==> src/rtl/decode_out_packer.sv <==
// Byte-to-word output packer for the LZS decode datapath: assembles decoded bytes
// little-endian into DATA_W words and queues them in a small ready/valid FIFO.
module decode_out_packer #(
  parameter int         DATA_W     = 64,
  parameter int         DEPTH      = 4,
  parameter logic [7:0] PAD        = 8'hFF,
  parameter bit         EMPTY_LAST = 1'b1
) (
  input  logic              clk,
  input  logic              rst,
  input  logic [7:0]        in_data,
  input  logic              in_valid,
  input  logic              in_last,
  output logic              in_ready,
  input  logic              flush,
  output logic              flush_ack,
  output logic [DATA_W-1:0] m_data,
  output logic [DATA_W/8-1:0] m_keep,
  output logic              m_last,
  output logic              m_valid,
  input  logic              m_ready,
  output logic              busy,
  output logic              eos_done
);

  localparam int NB    = DATA_W / 8;
  localparam int POS_W = $clog2(NB);
  localparam int PTR_W = $clog2(DEPTH);
  localparam int CNT_W = PTR_W + 1;

  // Handshakes: in_data is taken on a clock edge where in_valid & in_ready; a
  // flush request is consumed on an edge where flush & in_ready (flush_ack high
  // that cycle); a word leaves on an edge where m_valid & m_ready. in_ready
  // reflects only the registered FIFO count, so a pop never frees space in the
  // same cycle.

  // Assembly state
  logic [POS_W-1:0]  pos_q;
  logic [POS_W-1:0]  pos_d;
  logic [DATA_W-1:0] asm_q;

  // FIFO state
  logic [DATA_W-1:0] mem_data [DEPTH];
  logic [NB-1:0]     mem_keep [DEPTH];
  logic              mem_last [DEPTH];
  logic [PTR_W-1:0]  wr_ptr_q;
  logic [PTR_W-1:0]  rd_ptr_q;
  logic [CNT_W-1:0]  count_q;
  logic              eos_q;

  // Per-cycle controls
  logic              accept;
  logic              flush_take;
  logic              pos_full;
  logic              pop;
  logic              push;
  logic [DATA_W-1:0] push_data;
  logic [NB-1:0]     push_keep;
  logic              push_last;

  function automatic logic [NB-1:0] lane_mask(input int n);
    logic [NB-1:0] m;
    m = '0;
    for (int i = 0; i < NB; i++) begin
      m[i] = (i < n);
    end
    return m;
  endfunction

  assign in_ready   = (count_q < CNT_W'(DEPTH));
  assign accept     = in_valid & in_ready;
  assign flush_take = flush & in_ready;
  assign pos_full   = (pos_q == POS_W'(NB - 1));
  assign m_valid    = (count_q != '0);
  assign pop        = m_valid & m_ready;
  assign flush_ack  = flush_take;
  assign busy       = (pos_q != '0) | m_valid;
  assign eos_done   = eos_q;

  // Word closing decision; at most one push per cycle.
  always_comb begin
    push_data = asm_q;
    push_keep = '0;
    push_last = 1'b0;
    push      = 1'b0;
    pos_d     = pos_q;
    if (accept) begin
      push_data[int'(pos_q)*8 +: 8] = in_data;
    end
    if (accept) begin
      if (in_last | flush) begin
        push      = 1'b1;
        push_keep = lane_mask(int'(pos_q) + 1);
        push_last = 1'b1;
        pos_d     = '0;
      end else if (pos_full) begin
        push      = 1'b1;
        push_keep = '1;
        pos_d     = '0;
      end else begin
        pos_d = pos_q + POS_W'(1);
      end
    end else if (flush_take) begin
      if (pos_q != '0) begin
        push      = 1'b1;
        push_keep = lane_mask(int'(pos_q));
        push_last = 1'b1;
        pos_d     = '0;
      end else if (EMPTY_LAST) begin
        push      = 1'b1;
        push_data = {NB{PAD}};
        push_keep = '0;
        push_last = 1'b1;
      end
    end
  end

  // Assembly register: unwritten lanes always carry PAD.
  always_ff @(posedge clk or posedge rst) begin
    if (rst) begin
      pos_q <= '0;
      asm_q <= {NB{PAD}};
    end else begin
      pos_q <= pos_d;
      if (push) begin
        asm_q <= {NB{PAD}};
      end else if (accept) begin
        asm_q[int'(pos_q)*8 +: 8] <= in_data;
      end
    end
  end

  // FIFO storage; contents are masked at the output while empty.
  always_ff @(posedge clk) begin
    if (push) begin
      mem_data[wr_ptr_q] <= push_data;
      mem_keep[wr_ptr_q] <= push_keep;
      mem_last[wr_ptr_q] <= push_last;
    end
  end

  always_ff @(posedge clk or posedge rst) begin
    if (rst) begin
      wr_ptr_q <= '0;
      rd_ptr_q <= '0;
      count_q  <= '0;
    end else begin
      if (push) begin
        wr_ptr_q <= wr_ptr_q + PTR_W'(1);
      end
      if (pop) begin
        rd_ptr_q <= rd_ptr_q + PTR_W'(1);
      end
      count_q <= count_q + CNT_W'(push) - CNT_W'(pop);
    end
  end

  // A last-word pop in the same cycle as a byte accept leaves eos_done set.
  always_ff @(posedge clk or posedge rst) begin
    if (rst) begin
      eos_q <= 1'b0;
    end else begin
      if (accept) begin
        eos_q <= 1'b0;
      end
      if (pop && mem_last[rd_ptr_q]) begin
        eos_q <= 1'b1;
      end
    end
  end

  assign m_data = m_valid ? mem_data[rd_ptr_q] : '0;
  assign m_keep = m_valid ? mem_keep[rd_ptr_q] : '0;
  assign m_last = m_valid ? mem_last[rd_ptr_q] : 1'b0;

endmodule

==> config.mk <==
export PLATFORM = sky130hd
export DESIGN_NAME = decode_out_packer
export DESIGN_NICKNAME = d
export VERILOG_FILES = /design/src/rtl/decode_out_packer.sv
export SDC_FILE = /design/constraint.sdc
export NUM_CORES = 1
export LEC_CHECK = 0
export ABC_AREA = 1
export BUFFER_PORTS_ARGS = -buffer_cell sky130_fd_sc_hd__buf_2
export CORE_ASPECT_RATIO = 1.1
export CORE_MARGIN = 2
export CORE_UTILIZATION = 55
export CTS_CLUSTER_SIZE = 10
export DETAILED_ROUTE_END_ITERATION = 10
export PLACE_DENSITY_LB_ADDON = 0.12
export SLEW_MARGIN = 0
export SYNTH_ARGS = -nofsm -noshare
export SYNTH_HDL_FRONTEND = slang
export SYNTH_SLANG_ARGS = --single-unit
export TNS_END_PERCENT = 1
==> constraint.sdc <==
create_clock -name clk -period 4.9 [get_ports clk]
set_input_delay 0.245 -clock clk [delete_from_list [all_inputs] [get_ports clk]]
set_output_delay 0.245 -clock clk [all_outputs]
set_load 0.01 [all_outputs]
==> results.ini <==
[run_status]
status=finished clean

[floorplan]
start_util_pct=56.0
dieArea_um2=29800
die_width_um=165
io_pins=92
die_y_um=181
coreArea_um2=27900
rows=64

[routing]
antenna_left=0
vias_per_cell=5.69
drc=0
drtIter0Drc=811
dr_total_vias=10682
wl_per_cell_um=19.8
postRouteWirelength_um=37200
dr.pass1.iters=5

[synth]
syn-instance-count=1401
synth_ff_type=edfxtp_1
avgSynthCellArea_um2=11.1
seq_area_frac_synth_pct=68.7
yosys_warnings=0
synth_area_um2=15600
async_reset_ff_share_pct=20.4
ys_types=33
synth_edf_count=292
synth_nets=1428
ys_seq_elements=367

[final_layout]
diodes=0
area_growth_pct=13.2
final_nets=1509
drive_gt1_share_pct=18.0
post-route-util_pct=63.4
stdcell_area_um2=17700

[hold_path]
hold_class=in2reg

[pwr]
leakage_nw=5.99
p_per_area_nw_per_um2=609
ir_worst_vdd_mv=0.410

[place]
port_buffers=91
place_hpwl_um=21600
gp_congestion=0.870
placed_area_um2=16400

[clock_tree]
post_cts_resized=0
clockBufferDepth=3
root_buffer=clkbuf_16
cts_sinks=367
cts_buffers=42
insertion_delay_ps=530
post_cts_buffers=0
clkTransAtPathRegs_ps=60
htreeDepth=2
cts_tree=built

[timing]
drv_slew=0
fin_tns_setup_ps=0
fin_crit_ps=3640
fin_crit_sh_pct=74.4
slew_headroom_pct=24.4
max_slew.worst_pin.slew_ps=1130
finalHoldViolCount=0
fmax_ghz=0.274
rsz0062_at_grt=no
skew_ps=11.8
setup_viol=0

[setup_path]
crit_arrival_ps=3400
startpoint_type=register
path_cells=clkinv_2 -> buf_4 -> o21ai_0 -> a21oi_1 -> buf_2
crit_family=buffers and inverters
required_ps=4660
slowest_delay_ps=910
crit_slowest_cell=buf_4
critPathBufInv=3
end_kind=output pin
path_class=reg2out
cp_max_fo=122

[global_route]
antenna_found_initial=0
grt_usage_pct=25.8
first_global_vias=10580
grt_overflow=0
grt_max_degree=123
grt_first_pass_wirelength_um=58800

[run]
max_cap_viol_count=0

-- power by group --
group,internal (mW),switching [mW]
combinational,1.11,2.71
clock,1.71,1.15
sequential,3.89,0.208
total,6.71,4.06
-- final timing paths --
| path | start | to | slack, ps | cells past startpoint |
|---|---|---|---|---|
| min in group asynchronous | rst | pos_q[2] | 350 | 3 |
| min | in_data[2] | asm_q[2] | 40 | 3 |
| max | rd_ptr_q[0] | m_data[43] | 1260 | 5 |
| max in group asynchronous | rst | wr_ptr_q[0] | 3400 | 4 |
| min reg2reg | eos_done | eos_done | 490 | 2 |
| max reg2reg | pos_q[0] | mem_data[1][15] | 1840 | 10 |
-- cells in the mapped netlist, types with 3 or more instances --
cell type	number	area [um^2]
nor2_4	4	45.0
o21bai_2	10	113
nand4_1	7	43.8
o21bai_1	14	105
clkbuf_1	30	113
dfrtp_1	11	275
nand3_2	4	40.0
buf_2	31	155
nor2_2	6	37.5
buf_6	3	33.8
inv_2	7	26.3
a21oi_1	73	365
ha_1	12	150
nand3_1	205	1030
xor2_1	3	26.3
o21ai_0	151	756
buf_1	14	52.6
nor2_1	313	1170
edfxtp_1	292	8770
dfstp_2	64	1680
inv_1	50	188
nand2_2	7	43.8
nand2_1	80	300
-- cell type report --
cell class | count | area, um^2
clock buffer | 77 | 1260
fill | 2208 | 10200
inverter | 58 | 224
multi-input combinational | 898 | 4350
sequential | 367 | 10700
tap | 363 | 454
timing repair buffer | 115 | 663
-- layer usage --
layer | GRT usage (%) | vias to the layer above | part of all wire [%]
li1 | - | 5081 | -
met1 | 35.6 | 5217 | 43
met2 | 42.6 | 316 | 49
met3 | 3.56 | 68 | 4.9
met4 | 8.17 | 0 | 2.5
met5 | 0 | - | 0
-- repair_timing --
action / 4_1_cts / 5_1_grt
hold buffers: 1 / 0
endpoints found under the setup margin: 0 / 0
hold endpoints to repair: 8 / 0
-- flip-flops by register name (all words and copies together), names as in the netlist --
name and cells:
asm_q 64, pos_q 3, eos_done 1, mem_keep 32
wr_ptr_q 2, rd_ptr_q 2, mem_last 4, count_q 3
mem_data 256
-- cells by family after synthesis --
logic type      synth area share (%)
xor+xnor                       0.224
simple gates                    17.6
fa+ha+maj                       1.09
flops                           68.7
buf+inv                         3.68
mux                           0.0641
compound gates                  8.70
-- through the flow --
| step | total power [mW] | hold WS (ps) | setup slack (ps) | cells |
|---|---|---|---|---|
| after floorplan | 6.60 | 395 | 75.0 | 1401 |
| after global placement | 7.95 | 345 | 1860 | 1800 |
| after detailed placement | 7.99 | 357 | 1780 | 1800 |
| after CTS | 10.8 | 23.0 | 1200 | 1878 |
| after global routing | 11.4 | 65.2 | 995 | 1878 |
| final | 10.8 | 43.6 | 1260 | 1878 |
-- tightest hold or removal path, stage by stage --
cell	delay, ps
buf_2	120
nand3_1	110
nand3_1	80
-- placed cells by master (no fill, tap or decap), types with 9 or more instances in the layout --
cell type    n
clkbuf_16   45
nand3_1    205
dfrtp_1      9
o21bai_1    14
buf_2       91
a21oi_1     73
ha_1        12
o21bai_2    10
o21ai_0    151
clkbuf_1    31
nor2_1     309
buf_4       21
nand2_1     80
dfstp_2     64
inv_1       48
edfxtp_1   292
Power figures use the tool's default switching activity.
